<file path="src/rtl/ram_port_arbiter_pkg.sv">
// Shared constants for the two-port RAM arbiter: bus widths, FSM state encoding, port IDs.
// Latency: n/a (declarations only).
// Backpressure: n/a.
package ram_port_arbiter_pkg;

  localparam int ADDR_W = 4;
  localparam int DATA_W = 8;

  typedef enum logic [1:0] {
    ST_IDLE  = 2'd0,
    ST_ISSUE = 2'd1,
    ST_WAIT  = 2'd2,
    ST_ACK   = 2'd3
  } state_e;

  localparam logic PORT_A = 1'b0;
  localparam logic PORT_B = 1'b1;

endpackage

</file>
<file path="src/rtl/ram_port_arbiter_if.sv">
// Bundle of both requester ports and the RAM strobe interface.
// Latency: n/a (wiring only).
// Backpressure: requesters hold *_req until their *_ack pulse.
// slave modport = arbiter view, master modport = clients + RAM view.
interface ram_port_arbiter_if;
  import ram_port_arbiter_pkg::*;

  logic              a_req;
  logic              a_we;
  logic [ADDR_W-1:0] a_addr;
  logic [DATA_W-1:0] a_wdata;
  logic              a_ack;
  logic [DATA_W-1:0] a_rdata;

  logic              b_req;
  logic              b_we;
  logic [ADDR_W-1:0] b_addr;
  logic [DATA_W-1:0] b_wdata;
  logic              b_ack;
  logic [DATA_W-1:0] b_rdata;

  logic              mem_read;
  logic              mem_write;
  logic [ADDR_W-1:0] mem_raddr;
  logic [ADDR_W-1:0] mem_waddr;
  logic [DATA_W-1:0] mem_wdata;
  logic [DATA_W-1:0] mem_rdata;

  logic              busy;

  modport slave (
    input  a_req, a_we, a_addr, a_wdata,
    input  b_req, b_we, b_addr, b_wdata,
    input  mem_rdata,
    output a_ack, a_rdata, b_ack, b_rdata,
    output mem_read, mem_write, mem_raddr, mem_waddr, mem_wdata,
    output busy
  );

  modport master (
    output a_req, a_we, a_addr, a_wdata,
    output b_req, b_we, b_addr, b_wdata,
    output mem_rdata,
    input  a_ack, a_rdata, b_ack, b_rdata,
    input  mem_read, mem_write, mem_raddr, mem_waddr, mem_wdata,
    input  busy
  );

endinterface

</file>
<file path="src/rtl/ram_port_arbiter_rr_arbiter2.sv">
// 2-way round-robin grant with last-grant memory; grant is combinational from req.
// Latency: 0 cycles to grant; last_grant updates on the granting edge.
// Backpressure: no grant while gnt_en_i is low (owner FSM busy).
// Ports: clk/rst_n, gnt_en_i, req_a_i/req_b_i in; gnt_vld_o/gnt_port_o out.
module rr_arbiter2
  import ram_port_arbiter_pkg::*;
(
  input  logic clk,
  input  logic rst_n,
  input  logic gnt_en_i,
  input  logic req_a_i,
  input  logic req_b_i,
  output logic gnt_vld_o,
  output logic gnt_port_o
);

  logic last_grant_q;
  logic last_grant_d;

  always_comb begin
    gnt_vld_o = gnt_en_i & (req_a_i | req_b_i);
    // On a tie, the port that did not win last time gets the slot.
    if (req_a_i && req_b_i) begin
      gnt_port_o = ~last_grant_q;
    end else if (req_b_i) begin
      gnt_port_o = PORT_B;
    end else begin
      gnt_port_o = PORT_A;
    end
    last_grant_d = gnt_vld_o ? gnt_port_o : last_grant_q;
  end

  // Reset to B so the first tie after reset goes to A.
  always_ff @(posedge clk or negedge rst_n) begin
    if (!rst_n) begin
      last_grant_q <= PORT_B;
    end else begin
      last_grant_q <= last_grant_d;
    end
  end

endmodule

</file>
<file path="src/rtl/ram_port_arbiter.sv">
// Shares one 16x8 registered-read RAM between ports A and B, one access at a time.
// Latency: strobe 1 cycle after grant; ack 2 cycles (write) / 3 cycles (read) after grant.
// Backpressure: losing requester holds req high in IDLE until granted; no queueing.
// Ports: clock, reset (async active-low), bus (slave modport: A/B request ports, RAM strobes, busy).
module ram_port_arbiter
  import ram_port_arbiter_pkg::*;
(
  input  logic                 clock,
  input  logic                 reset,
  ram_port_arbiter_if.slave    bus
);

  state_e            state_q;
  logic              port_q;
  logic              we_q;
  logic              busy_q;
  logic              mem_read_q;
  logic              mem_write_q;
  logic [ADDR_W-1:0] mem_raddr_q;
  logic [ADDR_W-1:0] mem_waddr_q;
  logic [DATA_W-1:0] mem_wdata_q;
  logic              a_ack_q;
  logic              b_ack_q;
  logic [DATA_W-1:0] a_rdata_q;
  logic [DATA_W-1:0] b_rdata_q;

  logic              gnt_vld;
  logic              gnt_port;
  logic              sel_we;
  logic [ADDR_W-1:0] sel_addr;
  logic [DATA_W-1:0] sel_wdata;

  rr_arbiter2 u_arb (
    .clk        (clock),
    .rst_n      (reset),
    .gnt_en_i   (state_q == ST_IDLE),
    .req_a_i    (bus.a_req),
    .req_b_i    (bus.b_req),
    .gnt_vld_o  (gnt_vld),
    .gnt_port_o (gnt_port)
  );

  // Command fields of whichever port wins this cycle.
  assign sel_we    = (gnt_port == PORT_B) ? bus.b_we    : bus.a_we;
  assign sel_addr  = (gnt_port == PORT_B) ? bus.b_addr  : bus.a_addr;
  assign sel_wdata = (gnt_port == PORT_B) ? bus.b_wdata : bus.a_wdata;

  // The RAM-side address/data registers double as the command latch: they
  // load only on grant, so requester changes after grant are never seen.
  always_ff @(posedge clock or negedge reset) begin
    if (!reset) begin
      state_q     <= ST_IDLE;
      port_q      <= PORT_A;
      we_q        <= 1'b0;
      busy_q      <= 1'b0;
      mem_read_q  <= 1'b0;
      mem_write_q <= 1'b0;
      mem_raddr_q <= '0;
      mem_waddr_q <= '0;
      mem_wdata_q <= '0;
      a_ack_q     <= 1'b0;
      b_ack_q     <= 1'b0;
      a_rdata_q   <= '0;
      b_rdata_q   <= '0;
    end else begin
      case (state_q)
        ST_IDLE: begin
          if (gnt_vld) begin
            state_q     <= ST_ISSUE;
            port_q      <= gnt_port;
            we_q        <= sel_we;
            busy_q      <= 1'b1;
            mem_write_q <= sel_we;
            mem_read_q  <= ~sel_we;
            if (sel_we) begin
              mem_waddr_q <= sel_addr;
              mem_wdata_q <= sel_wdata;
            end else begin
              mem_raddr_q <= sel_addr;
            end
          end
        end
        ST_ISSUE: begin
          mem_read_q  <= 1'b0;
          mem_write_q <= 1'b0;
          if (we_q) begin
            state_q <= ST_ACK;
            a_ack_q <= (port_q == PORT_A);
            b_ack_q <= (port_q == PORT_B);
          end else begin
            state_q <= ST_WAIT;
          end
        end
        ST_WAIT: begin
          // RAM output is valid this cycle (one cycle after the read strobe).
          if (port_q == PORT_A) begin
            a_rdata_q <= bus.mem_rdata;
          end else begin
            b_rdata_q <= bus.mem_rdata;
          end
          a_ack_q <= (port_q == PORT_A);
          b_ack_q <= (port_q == PORT_B);
          state_q <= ST_ACK;
        end
        ST_ACK: begin
          a_ack_q <= 1'b0;
          b_ack_q <= 1'b0;
          busy_q  <= 1'b0;
          state_q <= ST_IDLE;
        end
        default: state_q <= ST_IDLE;
      endcase
    end
  end

  assign bus.a_ack     = a_ack_q;
  assign bus.b_ack     = b_ack_q;
  assign bus.a_rdata   = a_rdata_q;
  assign bus.b_rdata   = b_rdata_q;
  assign bus.mem_read  = mem_read_q;
  assign bus.mem_write = mem_write_q;
  assign bus.mem_raddr = mem_raddr_q;
  assign bus.mem_waddr = mem_waddr_q;
  assign bus.mem_wdata = mem_wdata_q;
  assign bus.busy      = busy_q;

endmodule
</file>
<file path="src/flat_wrapper.sv">
// flat-port wrapper written by rule: the top's interface ports become plain ports
module ram_port_arbiter_flat import ram_port_arbiter_pkg::*;
  (clock, reset, bus_a_req, bus_a_we, bus_a_addr, bus_a_wdata, bus_b_req, bus_b_we, bus_b_addr, bus_b_wdata, bus_mem_rdata, bus_a_ack, bus_a_rdata, bus_b_ack, bus_b_rdata, bus_mem_read, bus_mem_write, bus_mem_raddr, bus_mem_waddr, bus_mem_wdata, bus_busy);
  ram_port_arbiter_if bus_i ();
  input  logic clock;
  input  logic reset;
  input wire logic [$bits(bus_i.a_req)-1:0] bus_a_req;
  input wire logic [$bits(bus_i.a_we)-1:0] bus_a_we;
  input wire logic [$bits(bus_i.a_addr)-1:0] bus_a_addr;
  input wire logic [$bits(bus_i.a_wdata)-1:0] bus_a_wdata;
  input wire logic [$bits(bus_i.b_req)-1:0] bus_b_req;
  input wire logic [$bits(bus_i.b_we)-1:0] bus_b_we;
  input wire logic [$bits(bus_i.b_addr)-1:0] bus_b_addr;
  input wire logic [$bits(bus_i.b_wdata)-1:0] bus_b_wdata;
  input wire logic [$bits(bus_i.mem_rdata)-1:0] bus_mem_rdata;
  output wire logic [$bits(bus_i.a_ack)-1:0] bus_a_ack;
  output wire logic [$bits(bus_i.a_rdata)-1:0] bus_a_rdata;
  output wire logic [$bits(bus_i.b_ack)-1:0] bus_b_ack;
  output wire logic [$bits(bus_i.b_rdata)-1:0] bus_b_rdata;
  output wire logic [$bits(bus_i.mem_read)-1:0] bus_mem_read;
  output wire logic [$bits(bus_i.mem_write)-1:0] bus_mem_write;
  output wire logic [$bits(bus_i.mem_raddr)-1:0] bus_mem_raddr;
  output wire logic [$bits(bus_i.mem_waddr)-1:0] bus_mem_waddr;
  output wire logic [$bits(bus_i.mem_wdata)-1:0] bus_mem_wdata;
  output wire logic [$bits(bus_i.busy)-1:0] bus_busy;
  assign bus_i.a_req = bus_a_req;
  assign bus_i.a_we = bus_a_we;
  assign bus_i.a_addr = bus_a_addr;
  assign bus_i.a_wdata = bus_a_wdata;
  assign bus_i.b_req = bus_b_req;
  assign bus_i.b_we = bus_b_we;
  assign bus_i.b_addr = bus_b_addr;
  assign bus_i.b_wdata = bus_b_wdata;
  assign bus_i.mem_rdata = bus_mem_rdata;
  assign bus_a_ack = bus_i.a_ack;
  assign bus_a_rdata = bus_i.a_rdata;
  assign bus_b_ack = bus_i.b_ack;
  assign bus_b_rdata = bus_i.b_rdata;
  assign bus_mem_read = bus_i.mem_read;
  assign bus_mem_write = bus_i.mem_write;
  assign bus_mem_raddr = bus_i.mem_raddr;
  assign bus_mem_waddr = bus_i.mem_waddr;
  assign bus_mem_wdata = bus_i.mem_wdata;
  assign bus_busy = bus_i.busy;
  ram_port_arbiter u_core (.clock(clock), .reset(reset), .bus(bus_i));
endmodule
</file>
<file path="config.mk">
export PLATFORM = sky130hd
export DESIGN_NAME = ram_port_arbiter_flat
export DESIGN_NICKNAME = d
export VERILOG_FILES = /design/src/rtl/ram_port_arbiter_pkg.sv /design/src/rtl/ram_port_arbiter_if.sv /design/src/rtl/ram_port_arbiter_rr_arbiter2.sv /design/src/rtl/ram_port_arbiter.sv /design/src/flat_wrapper.sv
export SDC_FILE = /design/constraint.sdc
export NUM_CORES = 1
export LEC_CHECK = 0
export ABC_CLOCK_PERIOD_IN_PS = 3430
export CAP_MARGIN = 25
export CORE_ASPECT_RATIO = 0.6
export CORE_MARGIN = 2
export CORE_UTILIZATION = 45
export DETAILED_ROUTE_END_ITERATION = 8
export PLACE_DENSITY = 0.9
export SLEW_MARGIN = 20
export SYNTH_ARGS = -nofsm -noshare
export SYNTH_HDL_FRONTEND = slang
export SYNTH_SLANG_ARGS = --single-unit
</file>
<file path="constraint.sdc">
create_clock -name clock -period 3.43 [get_ports clock]
set_clock_uncertainty 0.15 [all_clocks]
set_input_delay 1.029 -clock clock [delete_from_list [all_inputs] [get_ports clock]]
set_output_delay 1.029 -clock clock [all_outputs]
set_load 0.01 [all_outputs]
</file>
* Word-level counts from Yosys, hierarchy flattened
Cells that the tools add are included.
** Storage, ports and cells
- Flip-flop bits (word level) :: 42
- Word-level logic and storage cells :: 55
- Input port bits :: 38
- Output and inout port bits :: 37
** Operators by class
- Bitwise gates (word level) :: 5
- Equal/unequal tests :: 5
- Reduce and logical (&&, ||, !) cells :: 13
- Multiplexer cells :: 18
** Operators with widths (count)
- 2-bit AND reduction :: 6
- 1-bit two-way mux :: 9
- 8-bit two-way mux :: 1
- 2-bit one-hot mux with 4 select lines :: 1
- 1-bit one-hot mux with 2 select lines :: 3
- 1-bit one-hot mux with 3 select lines :: 2
- 3-bit AND reduction :: 2
- 2-bit == test, second input constant :: 2
- 4-bit two-way mux :: 1
- 2-bit by 1-bit != test with 1-bit output, second input constant :: 2
- 2-bit nonzero test :: 2
- 1-bit inverter :: 3
- 3-bit nonzero test :: 1
- 2-bit by 1-bit == test with 1-bit output, second input constant :: 1
- 2-bit logical NOT :: 1
- 2-bit two-way mux :: 1
- 1-bit bitwise AND :: 1
- 1-bit logical AND :: 1
- 1-bit bitwise OR :: 1

* Longest topological paths before layout
Gate-level depths: netlist (run 1).
- Depth after elaboration :: 6
- Mapped depth :: 7
- Depth with buffers taken out :: 5

* Modules after synthesis
Synthesis (run 1) repeated with hierarchy kept, for this count alone.
** Second synthesis, totals
- Cell total of the unflattened synthesis :: 132
- Area total of the unflattened synthesis :: 1979.4 um2
** Modules (own cells, without submodules)
- ram_port_arbiter :: cells an instance 127, seq. area each 1026.0 um2, area an instance 1926.8 um2, instances 1
- rr_arbiter2 :: cells an instance 5, seq. area each 26.3 um2, area an instance 52.6 um2, instances 1

* Worst setup path before layout (run 1)
OpenSTA, ideal clock, no wires.
- Path type :: input to register
- Start point :: in bus_b_req
- End point :: reg u_core.mem_waddr_q[1] (netlist: u_core.bus.mem_waddr[1])
- Required time :: 3.155 ns
- Path buffers :: 1
- Path slack :: 1.131 ns
- Stages on the path :: 4
- Arrival :: 2.024 ns
- Cells stage by stage :: and2b_4 o32ai_4 buf_6 mux2_4
** Between the ends
- Word-level cells in the longest chain between the ends :: 4
- Elaborated cells between the ends (all ways) :: 8
- Those cells by class :: mux (4); bitwise (2); reduce/logical (2)
** Ends and longest elaborated chain
- from (decl) :: line flat_wrapper.sv:11 : input wire logic [$bits(bus_i.b_req)-1:0] bus_b_req;
- 1-bit two-way mux / 1-bit logical AND (equally long branches) :: line ram_port_arbiter_rr_arbiter2.sv:25, ram_port_arbiter_rr_arbiter2.sv:23
- 1-bit two-way mux :: line ram_port_arbiter_rr_arbiter2.sv:23 : if (req_a_i && req_b_i) begin
- 1-bit two-way mux :: line ram_port_arbiter.sv:44 : assign sel_we = (gnt_port == PORT_B) ? bus.b_we : bus.a_we;
- 3-bit AND reduction (no source line)
- to (signal assigned) :: line ram_port_arbiter.sv:76 : mem_waddr_q <= sel_addr;
- to (decl) :: line ram_port_arbiter.sv:20 : logic [ADDR_W-1:0] mem_waddr_q;
Several ways; a longest one is shown, not always the timed one.
A chain may end at the register's enable or synchronous reset.

* Worst setup path in the final report (run 1)
- Start point :: in bus_a_req
- End point :: reg u_core.mem_waddr_q[0] (netlist: u_core.bus.mem_waddr[0])
** Between the ends
- Word-level cells in the longest chain between the ends :: 4
- Elaborated cells between the ends (all ways) :: 7
- Those cells by class :: mux (3); bitwise (2); reduce/logical (2)
** Ends and longest elaborated chain
- from (decl) :: line flat_wrapper.sv:7 : input wire logic [$bits(bus_i.a_req)-1:0] bus_a_req;
- 1-bit logical AND :: line ram_port_arbiter_rr_arbiter2.sv:23
- 1-bit two-way mux :: line ram_port_arbiter_rr_arbiter2.sv:23
- 1-bit two-way mux :: line ram_port_arbiter.sv:44
- 3-bit AND reduction (no source line)
Several ways; a longest one is shown, not always the timed one.

==> reports/qor.log, run 1 <==
[global_route] maximum number of pins on one net before global-route repair 43
[timing] final-layout worst hold slack 0.360 ns
[clock_network] number of hold buffers added after CTS 0
[critical_path] nature of the critical path endpoint register
[placed_design] last weighted congestion value of the routability-driven placer 0.715
[synth] Syn. warnings 0
[floorplanning] Initial Util 48.1%
[pwr] leakage power 1.24 nW
[drt] drt initial violations 58
[critical_path] arrival time at the worst endpoint 3.00 ns
[global_route] wire length of the first global-routing pass 7130 µm
[clock_network] TritonCTS Sinks 42
[synth] post-synth net total 180
[pwr] switching power of the nets 0.000811 W
[critical_path] startpoint type of the worst setup path primary input
[drt] average detailed-routed wire length per instance 15.7 µm
[clock_network] insertion delay to the later sink of the worst-skew pair 0.30 ns
[critical_path] WP data required 3.47 ns
[clock_network] clock edge transition at the registers on the reported setup and hold paths 0.08 ns
[pwr] Max rail drop VDD 0.463 mV
[floorplanning] width of the die 90.6 µm
[placed_design] Port-buffer cells 74
[clock_network] number of cells upsized or downsized after cts 0
[timing] final number of max-transition violations 0
[timing] period utilisation layout 86.4%
[final_layout] final net count 258
[global_route] via count of the first global-routing pass 1437
[run] reported max-cap violation count 0
[drt] number of optimization iterations in the first detailed-route pass 4
[drt] Routed Wire Length 4330 µm
[pwr] internal cell power 0.00168 W
[final_layout] Area growth syn-to-layout 42.9%
[timing] worst rel slew slack 40.4%
[floorplanning] floorplan die height 56.0 µm
[drt] Vias/cell 4.95
[timing] minimum clock period after layout 2.96 ns
[clock_network] TritonCTS Buffers 5
[pwr] Logic pwr share 50.5%
[timing] number of hold violations in the final report 0
[critical_path] critical path start-end classification primary input to register
[clock_network] buffers from clock root to sink, at most 2
[drt] number of DRC violations after detailed routing 0
[drt] wire length on met1 1990 µm
[synth] gate count of the mapped netlist 137
[placed_design] Place WS 0.149 ns
[final_layout] Finished Layout Cells 276
[drt] antenna-violating nets left 0
[pwr] power density over the cells 862 nW/µm²
[status] status finished, final reports clean
[final_layout] count of inserted antenna diode cells 0
[clock_network] buffer count from post-CTS setup fixing 0
[floorplanning] row count 18
[placed_design] placed cell count 268
[clock_network] clock root buffer master sky130_fd_sc_hd__clkbuf_8
[drt] met3 wire length 313 µm
[global_route] Remaining Overflow, GRT 0
[timing] final worst setup slack 0.465 ns
[synth] number of storage elements in the synthesis netlist 42
[drt] total number of vias 1365
[pwr] part of the total power dissipated in the clock network 12.8%
[floorplanning] number of primary I/O pins 75
[timing] total negative slack 0 ns
[timing] max frequency 337 MHz
[timing] setup violators final 0
[drt] Routed met2 length 1950 µm
[global_route] all-layer global routing usage 18.5%
[synth] post-synthesis area per instance 14.8 µm²
[pwr] Reg power frac 36.7%
[final_layout] fraction of layout cells with a size suffix above 1 28.7%
[clock_network] TritonCTS clock tree built
[synth] post-synthesis cell area 2020 µm²
[drt] uppermost metal layer occupied by signal nets met4
[floorplanning] Core Box Area 4210 µm²
[floorplanning] die area 5070 µm²
[hold_path] hold crit path type register to register
[synth] library cells used by synthesis 27
[critical_path] maximum fanout encountered on the critical timing path 13
[timing] transition time of the tightest slew-check pin 0.895 ns
[pwr] Net Sw Frac 32.5%
[clock_network] H-Tree Level Count 2
[global_route] number of antenna violations at the first check in global routing 0
[timing] RSZ-0062 raised after global routing no
[synth] portion of the post-synthesis area used by sequential elements 52.0%
[placed_design] DP HPWL 3230 µm
-- kinds of logic (layout without fill, tap and decap cells) --
kind of cell    count (synthesis)  in the layout  share of synthesized area (%)
mux                            47             47                           29.7
flops                          42             42                           52.0
simple gates                   17             17                           4.14
compound gates                 16             16                           7.97
buf+inv                        10             89                           3.09
fa+ha+maj                       5              5                           3.09
-- placed cells by master (no fill, tap or decap), drive strengths merged, types with 2 or more instances in the layout --
cell type / Yosys / final
a21bo: 3 / 3
nor2: 5 / 5
nand2: 6 / 6
o32ai: 2 / 2
inv: 6 / 6
mux2: 45 / 45
clkdlybuf4s50: 0 / 73
dfrtp: 41 / 41
nand2b: 2 / 2
clkinv: 0 / 2
nor2b: 2 / 2
a21oi: 3 / 3
clkbuf: 1 / 5
ha: 5 / 5
buf: 3 / 2
mux2i: 2 / 2
o21ai: 3 / 3
-- cells in the mapped netlist --
cell type,count,area share (%)
sky130_fd_sc_hd__nor3b_1,1,0.37
sky130_fd_sc_hd__a21bo_2,2,0.99
sky130_fd_sc_hd__nor2b_1,2,0.62
sky130_fd_sc_hd__mux2_4,20,15
sky130_fd_sc_hd__dfstp_2,1,1.3
sky130_fd_sc_hd__o32ai_4,2,2.7
sky130_fd_sc_hd__ha_1,5,3.1
sky130_fd_sc_hd__nand2_1,6,1.1
sky130_fd_sc_hd__a21bo_4,1,0.80
sky130_fd_sc_hd__a21oi_1,3,0.74
sky130_fd_sc_hd__buf_2,1,0.25
sky130_fd_sc_hd__a32o_1,1,0.49
sky130_fd_sc_hd__a2111oi_0,1,0.43
sky130_fd_sc_hd__mux2_2,25,14
sky130_fd_sc_hd__dfrtp_1,41,51
sky130_fd_sc_hd__o21bai_1,1,0.37
sky130_fd_sc_hd__o21a_1,1,0.37
sky130_fd_sc_hd__inv_1,6,1.1
sky130_fd_sc_hd__nor2_1,5,0.93
sky130_fd_sc_hd__a31oi_1,1,0.31
sky130_fd_sc_hd__mux2i_1,2,0.99
sky130_fd_sc_hd__buf_12,1,0.99
sky130_fd_sc_hd__o21ai_0,3,0.74
sky130_fd_sc_hd__and2b_4,1,0.49
sky130_fd_sc_hd__buf_6,1,0.56
sky130_fd_sc_hd__clkbuf_1,1,0.19
sky130_fd_sc_hd__nand2b_1,2,0.62
-- power by group through the flow --
stage          Combinational (W)  Clock, W  Sequential, W
2_1_floorplan           0.000590         0       0.000993
3_3_place_gp             0.00123         0       0.000911
3_5_place_dp             0.00127         0       0.000916
4_1_cts                  0.00128  0.000326       0.000916
5_1_grt                  0.00135  0.000349       0.000948
6_report                 0.00126  0.000320       0.000915
-- worst paths after layout --
path	from	slack (ns)	end	cells past startpoint
setup / recovery	bus_a_req	0.47	u_core.bus.mem_waddr[0]	4
hold / removal	u_core.bus.b_rdata[6]	0.36	u_core.bus.b_rdata[6]	1
setup reg to reg	u_core.state_q[0]	0.93	u_core.bus.mem_waddr[0]	5
hold reg to reg	u_core.bus.b_rdata[6]	0.36	u_core.bus.b_rdata[6]	1
max in group asynchronous	reset	1.87	u_core.bus.mem_wdata[0]	1
min in group asynchronous	reset	0.70	u_core.bus.a_rdata[2]	1
-- stage by stage --
| stage | utilization [%] | cell area, µm² | total power [W] |
|---|---|---|---|
| floorplan | - | 2020 | 0.00158 |
| global placement | 66.5 | 2800 | 0.00214 |
| detailed placement | 66.5 | 2800 | 0.00219 |
| CTS | 68.7 | 2890 | 0.00252 |
| global route | 68.7 | 2890 | 0.00265 |
| finish | 68.7 | 2890 | 0.00249 |
-- layout make-up --
type	instances	area, µm²
clock buffers	5	68.8
well taps	60	75.1
multi-input cells	85	910
flip-flops and latches	42	1050
inverters	6	22.5
repair buffers	75	743
clock inverters	3	21.3
fillers	324	1320
-- worst max-delay path: stages --
cell	delay, ns
sky130_fd_sc_hd__clkdlybuf4s50_1	0.62
sky130_fd_sc_hd__inv_1	0.16
sky130_fd_sc_hd__o32ai_4	0.77
sky130_fd_sc_hd__mux2_2	0.41
-- registers in the layout, indices dropped and copies added (netlist names) --
register	count
u_core.bus.mem_wdata	8
u_core.bus.a_ack	1
u_core.bus.mem_waddr	4
u_core.bus.mem_raddr	4
u_core.bus.b_rdata	8
u_core.port_q	1
u_core.we_q	1
u_core.state_q	2
u_core.bus.mem_read	1
u_core.bus.mem_write	1
u_core.u_arb.last_grant_q	1
u_core.bus.a_rdata	8
u_core.bus.b_ack	1
u_core.bus.busy	1
-- layer usage --
metal  up-vias  GRT usage (%)
met3         8           5.69
met4         0           7.25
met5         -              0
met2        66           29.1
met1       653           24.1
li1        638              -
Note: power is estimated with default switching activity, not from simulation.
==> inputs of run 2 (changes only) <==
- ABC_AREA: unset -> 1
- PLACE_DENSITY: 0.9 -> 0.91
==> run 2 against run 1 <==
Register-to-register slack improved by 0.44 ns. Critical path depth grew 2. Synthesized area is 2.8% lower. Non-clock buffer count unchanged. Utilization barely moved. Largest power group unchanged. Flip-flop and latch count unchanged. Worst hold slack got worse by 0.022 ns. Clock power grew 45%. Combinational power fell by 8%. Sequential share of layout area increased by 0.61 points. Largest cell class unchanged. Die area decreased by 2.6%.
==> reports/qor.log, run 2 <==
[clock_network] clock root buffer master sky130_fd_sc_hd__clkbuf_8
[synth] library cells used by synthesis 17 [-37%]
[critical_path] nature of the critical path endpoint register
[global_route] Remaining Overflow, GRT 0 [unchanged]
[floorplanning] die area 4940 µm² [-2.6%]
[clock_network] clock edge transition at the registers on the reported setup and hold paths 0.08 ns [about the same]
[floorplanning] width of the die 89.4 µm [-1.3%]
[timing] number of hold violations in the final report 0 [unchanged]
[placed_design] Port-buffer cells 74 [unchanged]
[clock_network] insertion delay to the later sink of the worst-skew pair 0.29 ns [about the same]
[synth] most common flop cell mapped by yosys sky130_fd_sc_hd__dfrtp_1
[global_route] all-layer global routing usage 21.1% [+2.6 points]
[synth] gate count of the mapped netlist 234 [+71%]
[placed_design] DP HPWL 3850 µm [+19%]
[drt] number of optimization iterations in the first detailed-route pass 4 [unchanged]
[floorplanning] Initial Util 47.5% [-0.57 points]
[critical_path] critical path start-end classification primary input to register
[synth] area share of and/or/nand/nor cells after synthesis 28.7% [+25 points]
[floorplanning] Core Box Area 4140 µm² [-1.6%]
[drt] antenna-violating nets left 0 [unchanged]
[critical_path] arrival time at the worst endpoint 2.69 ns [-0.31 ns]
[critical_path] maximum fanout encountered on the critical timing path 23 [+10]
[synth] area share of the leading cell type in the synthesized netlist 52.1% [+1.4 points]
[global_route] number of antenna violations at the first check in global routing 0 [unchanged]
[drt] number of DRC violations after detailed routing 0 [unchanged]
[final_layout] end-of-flow core utilization 68.7% [about the same]
[final_layout] final design instance area without fill 2850 µm² [-1.6%]
[synth] Synth area leaders sky130_fd_sc_hd__dfrtp_1, sky130_fd_sc_hd__nand2_1, sky130_fd_sc_hd__nand3_1
[drt] drt initial violations 147 [+150%]
[critical_path] WP data required 3.47 ns [about the same]
[synth] post-synth net total 277 [+54%]
[run] reported max-cap violation count 0 [unchanged]
[floorplanning] floorplan die height 55.2 µm [-1.3%]
[floorplanning] number of primary I/O pins 75 [unchanged]
[critical_path] startpoint type of the worst setup path primary input
[final_layout] final net count 349 [+35%]
[clock_network] TritonCTS clock tree built
[synth] most common library cells after synthesis sky130_fd_sc_hd__nand2_1, sky130_fd_sc_hd__dfrtp_1, sky130_fd_sc_hd__nand3_1, sky130_fd_sc_hd__o21ai_0, sky130_fd_sc_hd__inv_1
[synth] Syn. warnings 0 [unchanged]
[global_route] maximum number of pins on one net before global-route repair 43 [unchanged]
[critical_path] logic depth of the worst register-to-register path 7 [+2]
[pwr] power density over the cells 884 nW/µm² [+2.5%]
[final_layout] top library cells by usage in the layout, fill and taps aside sky130_fd_sc_hd__nand2_1, sky130_fd_sc_hd__clkdlybuf4s50_1, sky130_fd_sc_hd__dfrtp_1
[status] status finished, final reports clean
[drt] average detailed-routed wire length per instance 13.9 µm [-11%]
[final_layout] Area growth syn-to-layout 44.6%
[timing] worst rel slew slack 40.0% [-0.37 points]
[timing] max frequency 377 MHz [+12%]
[global_route] wire length of the first global-routing pass 7990 µm [+12%]
[placed_design] last weighted congestion value of the routability-driven placer 0.829 [+16%]
[critical_path] R2R Setup Slk 1.37 ns [+0.44 ns]
[clock_network] TritonCTS Sinks 42 [unchanged]
[synth] post-synthesis cell area 1970 µm² [-2.8%]
[synth] top cell type by total area after synthesis sky130_fd_sc_hd__dfrtp_1
[synth] number of storage elements in the synthesis netlist 42 [unchanged]
[synth] synthesized-area fraction occupied by adder cells 3.18% [+0.088 points]
[timing] minimum clock period after layout 2.65 ns [-0.312 ns]
[clock_network] number of hold buffers added after CTS 0 [unchanged]
[clock_network] number of cells upsized or downsized after cts 0 [unchanged]
[timing] RSZ-0062 raised after global routing no
[floorplanning] row count 18 [unchanged]
[drt] Vias/cell 5.00 [+1.0%]
[final_layout] fraction of layout cells with a size suffix above 1 5.54% [-23 points]
[pwr] Max rail drop VDD 0.371 mV [-20%]
[timing] total negative slack 0 ns [unchanged]
[final_layout] final-layout fill cell count 336 [+3.7%]
[pwr] leakage power 1.40 nW [+13%]
[final_layout] count of inserted antenna diode cells 0 [unchanged]
[hold_path] hold crit path type register to register
[drt] Routed Wire Length 5110 µm [+18%]
[placed_design] post-place instance area 2710 µm² [-3.4%]
[synth] complex-gate fraction of the synthesized area 6.87% [-1.1 points]
[synth] largest family of logic cells by synthesized area simple AND/OR/NAND/NOR gates
[synth] Post-synth EDFFs 0 [unchanged]
[timing] final number of max-transition violations 0 [unchanged]
[clock_network] buffers from clock root to sink, at most 2 [unchanged]
[synth] portion of the post-synthesis area used by sequential elements 53.5% [+1.5 points]
[timing] setup violators final 0 [unchanged]
[clock_network] H-Tree Level Count 2 [unchanged]
[timing] transition time of the tightest slew-check pin 0.900 ns [+0.00562 ns]
[drt] total number of vias 1834 [+34%]
[clock_network] buffer count from post-CTS setup fixing 0 [unchanged]
[synth] post-synthesis mux area share 0% [-30 points]
[synth] leading cell type by number of instances after synthesis sky130_fd_sc_hd__nand2_1
[timing] period utilisation layout 77.3% [-9.1 points]
[synth] Synth async-reset ratio 100% [unchanged]
[synth] post-synthesis area per instance 8.41 µm² [-43%]
[hold_path] WHS Path Cells 2 [+1]
[clock_network] TritonCTS Buffers 5 [unchanged]
[synth] xor-xnor portion of the synthesized cell area 0% [unchanged]
[global_route] via count of the first global-routing pass 1695 [+18%]
[final_layout] most common cell after layout, fill and taps aside sky130_fd_sc_hd__nand2_1
-- run 2: cell types whose count changed after synthesis, sizes merged, moves of 2 or more --
cell / previous run / this run
nand2b: 2 / 0
buf: 3 / 9
o21ai: 3 / 26
inv: 6 / 20
nand2: 6 / 90
nor2b: 2 / 0
nand3: 0 / 37
o32ai: 2 / 0
a21oi: 3 / 1
mux2i: 2 / 0
nor2: 5 / 3
a21bo: 3 / 0
mux2: 45 / 0
-- run 2: cell families (layout without fill, tap and decap cells) --
logic type,count (synthesis),count (layout)
simple gates,130,130
flops,42,42
buf+inv,30,103
compound gates,27,27
fa+ha+maj,5,5
-- run 2: where the power goes --
group / switching, W / internal [W]
logic: 0.000589 / 0.000566
clock network: 0.000173 / 0.000292
registers: 0.000151 / 0.000744
-- run 2: metal layers --
metal / vias up / global-route usage, % / part of all wire [%]
met1: 874 / 30.5 / 47
li1: 885 / - / -
met5: - / 0 / 0
met2: 66 / 30.3 / 44
met4: 0 / 6.82 / 1.4
met3: 9 / 6.58 / 8.2
-- run 2: cell type report --
cell class	instances	area, µm²	share of cell area (%)
sequential	42	1050	37.0
multi-input combinational	162	762	26.8
timing repair buffer	75	743	26.1
inverter	20	75.1	2.64
tap	60	75.1	2.64
clock buffer	5	68.8	2.42
clock inverter	3	68.8	2.42
-- run 2: path summary, 6_finish.rpt --
path / from / end
worst min register to register: u_core.bus.a_rdata[1] / u_core.bus.a_rdata[1]
max in group asynchronous: reset / u_core.bus.mem_raddr[2]
worst min-delay path: u_core.bus.a_rdata[1] / u_core.bus.a_rdata[1]
worst max-delay path: bus_b_req / u_core.bus.mem_raddr[1]
worst max register to register: u_core.state_q[0] / u_core.bus.mem_raddr[1]
min in group asynchronous: reset / u_core.bus.b_rdata[3]
-- run 2: critical path, cell delays in order --
cell and delay, ns:
sky130_fd_sc_hd__clkdlybuf4s50_1 0.65, sky130_fd_sc_hd__nor2_2 0.13, sky130_fd_sc_hd__nor2_4 0.43, sky130_fd_sc_hd__nand3_1 0.27
sky130_fd_sc_hd__nand2_1 0.12, sky130_fd_sc_hd__nand2_1 0.06
-- run 2: stage by stage --
| step | std cells | hold WS [ns] | setup WS [ns] | total power [W] |
|---|---|---|---|---|
| after global placement | 359 | 0.313 | 0.626 | 0.00199 |
| after global routing | 367 | 0.350 | 0.679 | 0.00268 |
| final | 367 | 0.339 | 0.777 | 0.00252 |
| after detailed placement | 359 | 0.324 | 0.525 | 0.00205 |
| after CTS | 367 | 0.343 | 0.808 | 0.00253 |
| after floorplan | 234 | 0.310 | 1.51 | 0.00146 |
==> inputs of run 3 (changes only) <==
- ABC_CLOCK_PERIOD_IN_PS: 3430 -> 2200
- CORE_UTILIZATION: 45 -> 39
- PLACE_DENSITY: 0.91 -> 0.84
- clock period: 3.43 -> 2.2 ns (I/O delays scaled with it)
==> run 3 against run 2 <==
Routed wire length is 8.8% lower. Clock-buffer cell count stayed put. Utilization is 7.1 points lower. Critical endpoint is now bus_mem_waddr[3]. Highest routed layer unchanged.
==> reports/qor.log, run 3 (synthesis gave the netlist of run 2 again) <==
[global_route] number of antenna violations at the first check in global routing 0 [unchanged]
[critical_path] critical path start-end classification register to output pin
[global_route] via count of the first global-routing pass 1663 [-1.9%]
[floorplanning] Core Box Area 4710 µm² [+14%]
[global_route] global routing met1 resource utilization 26.8% [-3.7 points]
[critical_path] arrival time at the worst endpoint 1.25 ns [-1.44 ns]
[final_layout] Area growth syn-to-layout 47.3%
[timing] total negative slack 0 ns [unchanged]
[placed_design] DP HPWL 3550 µm [-7.8%]
[global_route] layer carrying the most global-route usage met1
[clock_network] TritonCTS Sinks 42 [unchanged]
[timing] transition time of the tightest slew-check pin 0.522 ns [-0.378 ns]
[final_layout] most common cell after layout, fill and taps aside sky130_fd_sc_hd__nand2_1
[global_route] GRT met2 Usage 24.2% [-6.1 points]
[clock_network] clock edge transition at the registers on the reported setup and hold paths 0.08 ns [about the same]
[clock_network] TritonCTS clock tree built
[global_route] met3 Use GR 6.23% [-0.34 points]
[placed_design] Port-buffer cells 74 [unchanged]
[timing] RSZ-0062 raised after global routing no
[floorplanning] die area 5650 µm² [+14%]
[drt] number of DRC violations after detailed routing 0 [unchanged]
[clock_network] H-Tree Level Count 2 [unchanged]
[floorplanning] width of the die 95.7 µm [+7.1%]
[status] status finished, final reports clean
[hold_path] hold crit path type primary input to async pin
[placed_design] post-place instance area 2760 µm² [+2.0%]
[clock_network] insertion delay to the later sink of the worst-skew pair 0.29 ns [about the same]
[timing] final-layout worst hold slack 0.275 ns [-0.0634 ns]
[critical_path] reg2reg end u_core.bus.mem_wdata[1]
[pwr] leakage power 1.43 nW [+2.1%]
[run] reported max-cap violation count 0 [unchanged]
[clock_network] buffers from clock root to sink, at most 2 [unchanged]
[critical_path] logic depth of the worst register-to-register path 7 [unchanged]
[timing] max frequency 485 MHz
[global_route] wire length of the first global-routing pass 7520 µm [-5.9%]
[critical_path] startpoint type of the worst setup path register
[critical_path] kind of cell adding the most delay to the critical path buffers and inverters
[drt] number of optimization iterations in the first detailed-route pass 5 [+1]
[pwr] Max rail drop VDD 0.557 mV [+50%]
[critical_path] WP data required 1.39 ns [-2.08 ns]
[critical_path] cell chain of the critical path clkdlybuf4s50_1
[clock_network] buffer count from post-CTS setup fixing 0 [unchanged]
[final_layout] count of inserted antenna diode cells 0 [unchanged]
[drt] average detailed-routed wire length per instance 12.4 µm [-11%]
[final_layout] final-layout fill cell count 416 [+24%]
[floorplanning] Initial Util 41.8% [-5.7 points]
[critical_path] CP bufs+invs 1 [unchanged]
[critical_path] CP startpoint u_core.bus.mem_waddr[3]
[critical_path] nature of the critical path endpoint output pin
[drt] Vias/cell 4.73 [-5.3%]
[placed_design] last weighted congestion value of the routability-driven placer 0.771 [-7.1%]
[timing] minimum clock period after layout 2.06 ns
[final_layout] final design instance area without fill 2900 µm² [+1.9%]
[critical_path] cell with the biggest individual delay on the critical path sky130_fd_sc_hd__clkdlybuf4s50_1
[global_route] maximum number of pins on one net before global-route repair 43 [unchanged]
[clock_network] number of cells upsized or downsized after cts 0 [unchanged]
[drt] total number of vias 1775 [-3.2%]
[critical_path] maximum fanout encountered on the critical timing path 2 [-91%]
[global_route] Remaining Overflow, GRT 0 [unchanged]
[floorplanning] row count 19 [+1]
[clock_network] clock root buffer master sky130_fd_sc_hd__clkbuf_8
[timing] period utilisation layout 93.6%
[pwr] power density over the cells 1350 nW/µm² [+52%]
[final_layout] fraction of layout cells with a size suffix above 1 7.05% [+1.5 points]
[timing] worst rel slew slack 65.2% [+25 points]
[timing] final number of max-transition violations 0 [unchanged]
[timing] setup violators final 0 [unchanged]
[drt] antenna-violating nets left 0 [unchanged]
[global_route] all-layer global routing usage 17.5% [-3.6 points]
[floorplanning] number of primary I/O pins 75 [unchanged]
[critical_path] Critical R2R Launch u_core.state_q[0]
[clock_network] number of hold buffers added after CTS 0 [unchanged]
[critical_path] R2R Setup Slk 0.50 ns [-0.87 ns]
[timing] number of hold violations in the final report 0 [unchanged]
[clock_network] TritonCTS Buffers 5 [unchanged]
[final_layout] final net count 354 [+1.4%]
[critical_path] Critical Path Max Stage Delay 0.56 ns [-0.09 ns]
[final_layout] top library cells by usage in the layout, fill and taps aside sky130_fd_sc_hd__nand2_1, sky130_fd_sc_hd__clkdlybuf4s50_1, sky130_fd_sc_hd__dfrtp_1
[drt] drt initial violations 81 [-45%]
[floorplanning] floorplan die height 59.0 µm [+6.9%]
[drt] Routed Wire Length 4660 µm [-8.8%]
## run 3: metal layers
metal  share of wire (%)  wire (µm)  vias up
met5                   0          0        -
met4                0.49         23        0
met3                  11        506        4
met2                  38       1780       68
met1                  50       2350      805
li1                    -          -      898
## run 3: worst max-delay path by stage
stage / to / slack, ns / depth (start not counted)
floorplan: u_core.we_q / 0.64 / 6
global placement: u_core.bus.mem_write / 0.09 / 7
detailed placement: u_core.bus.mem_write / 0.07 / 7
CTS: bus_mem_waddr[3] / 0.14 / 1
global route: bus_mem_wdata[7] / 0.1 / 1
finish: bus_mem_waddr[3] / 0.14 / 1
## run 3: final cells by class
| cell class | instances | area [µm²] | area share, % |
|---|---|---|---|
| flip-flops and latches | 42 | 1050 | 36.3 |
| inverters | 20 | 75.1 | 2.59 |
| well taps | 63 | 78.8 | 2.72 |
| multi-input cells | 162 | 762 | 26.3 |
| clock inverters | 3 | 68.8 | 2.37 |
| clock buffers | 5 | 68.8 | 2.37 |
| repair buffers | 80 | 793 | 27.4 |
## run 3: through the flow
| stage | instances | setup WS [ns] | utilization [%] | total power, W |
|---|---|---|---|---|
| after floorplan | 234 | 0.644 | - | 0.00228 |
| after global placement | 367 | 0.0872 | 58.7 | 0.00317 |
| after detailed placement | 367 | 0.0685 | 58.7 | 0.00320 |
| after CTS | 375 | 0.138 | 61.6 | 0.00394 |
| after global routing | 375 | 0.0996 | 61.6 | 0.00420 |
| final | 375 | 0.140 | 61.6 | 0.00391 |
## run 3: report_power, final
part | leakage (nW) | total [W] | switching, W | internal, W
logic | 0.840 | 0.00180 | 0.000882 | 0.000920
clock network | 0.0683 | 0.000722 | 0.000267 | 0.000455
registers | 0.524 | 0.00138 | 0.000223 | 0.00116
total | 1.43 | 0.00391 | 0.00137 | 0.00253
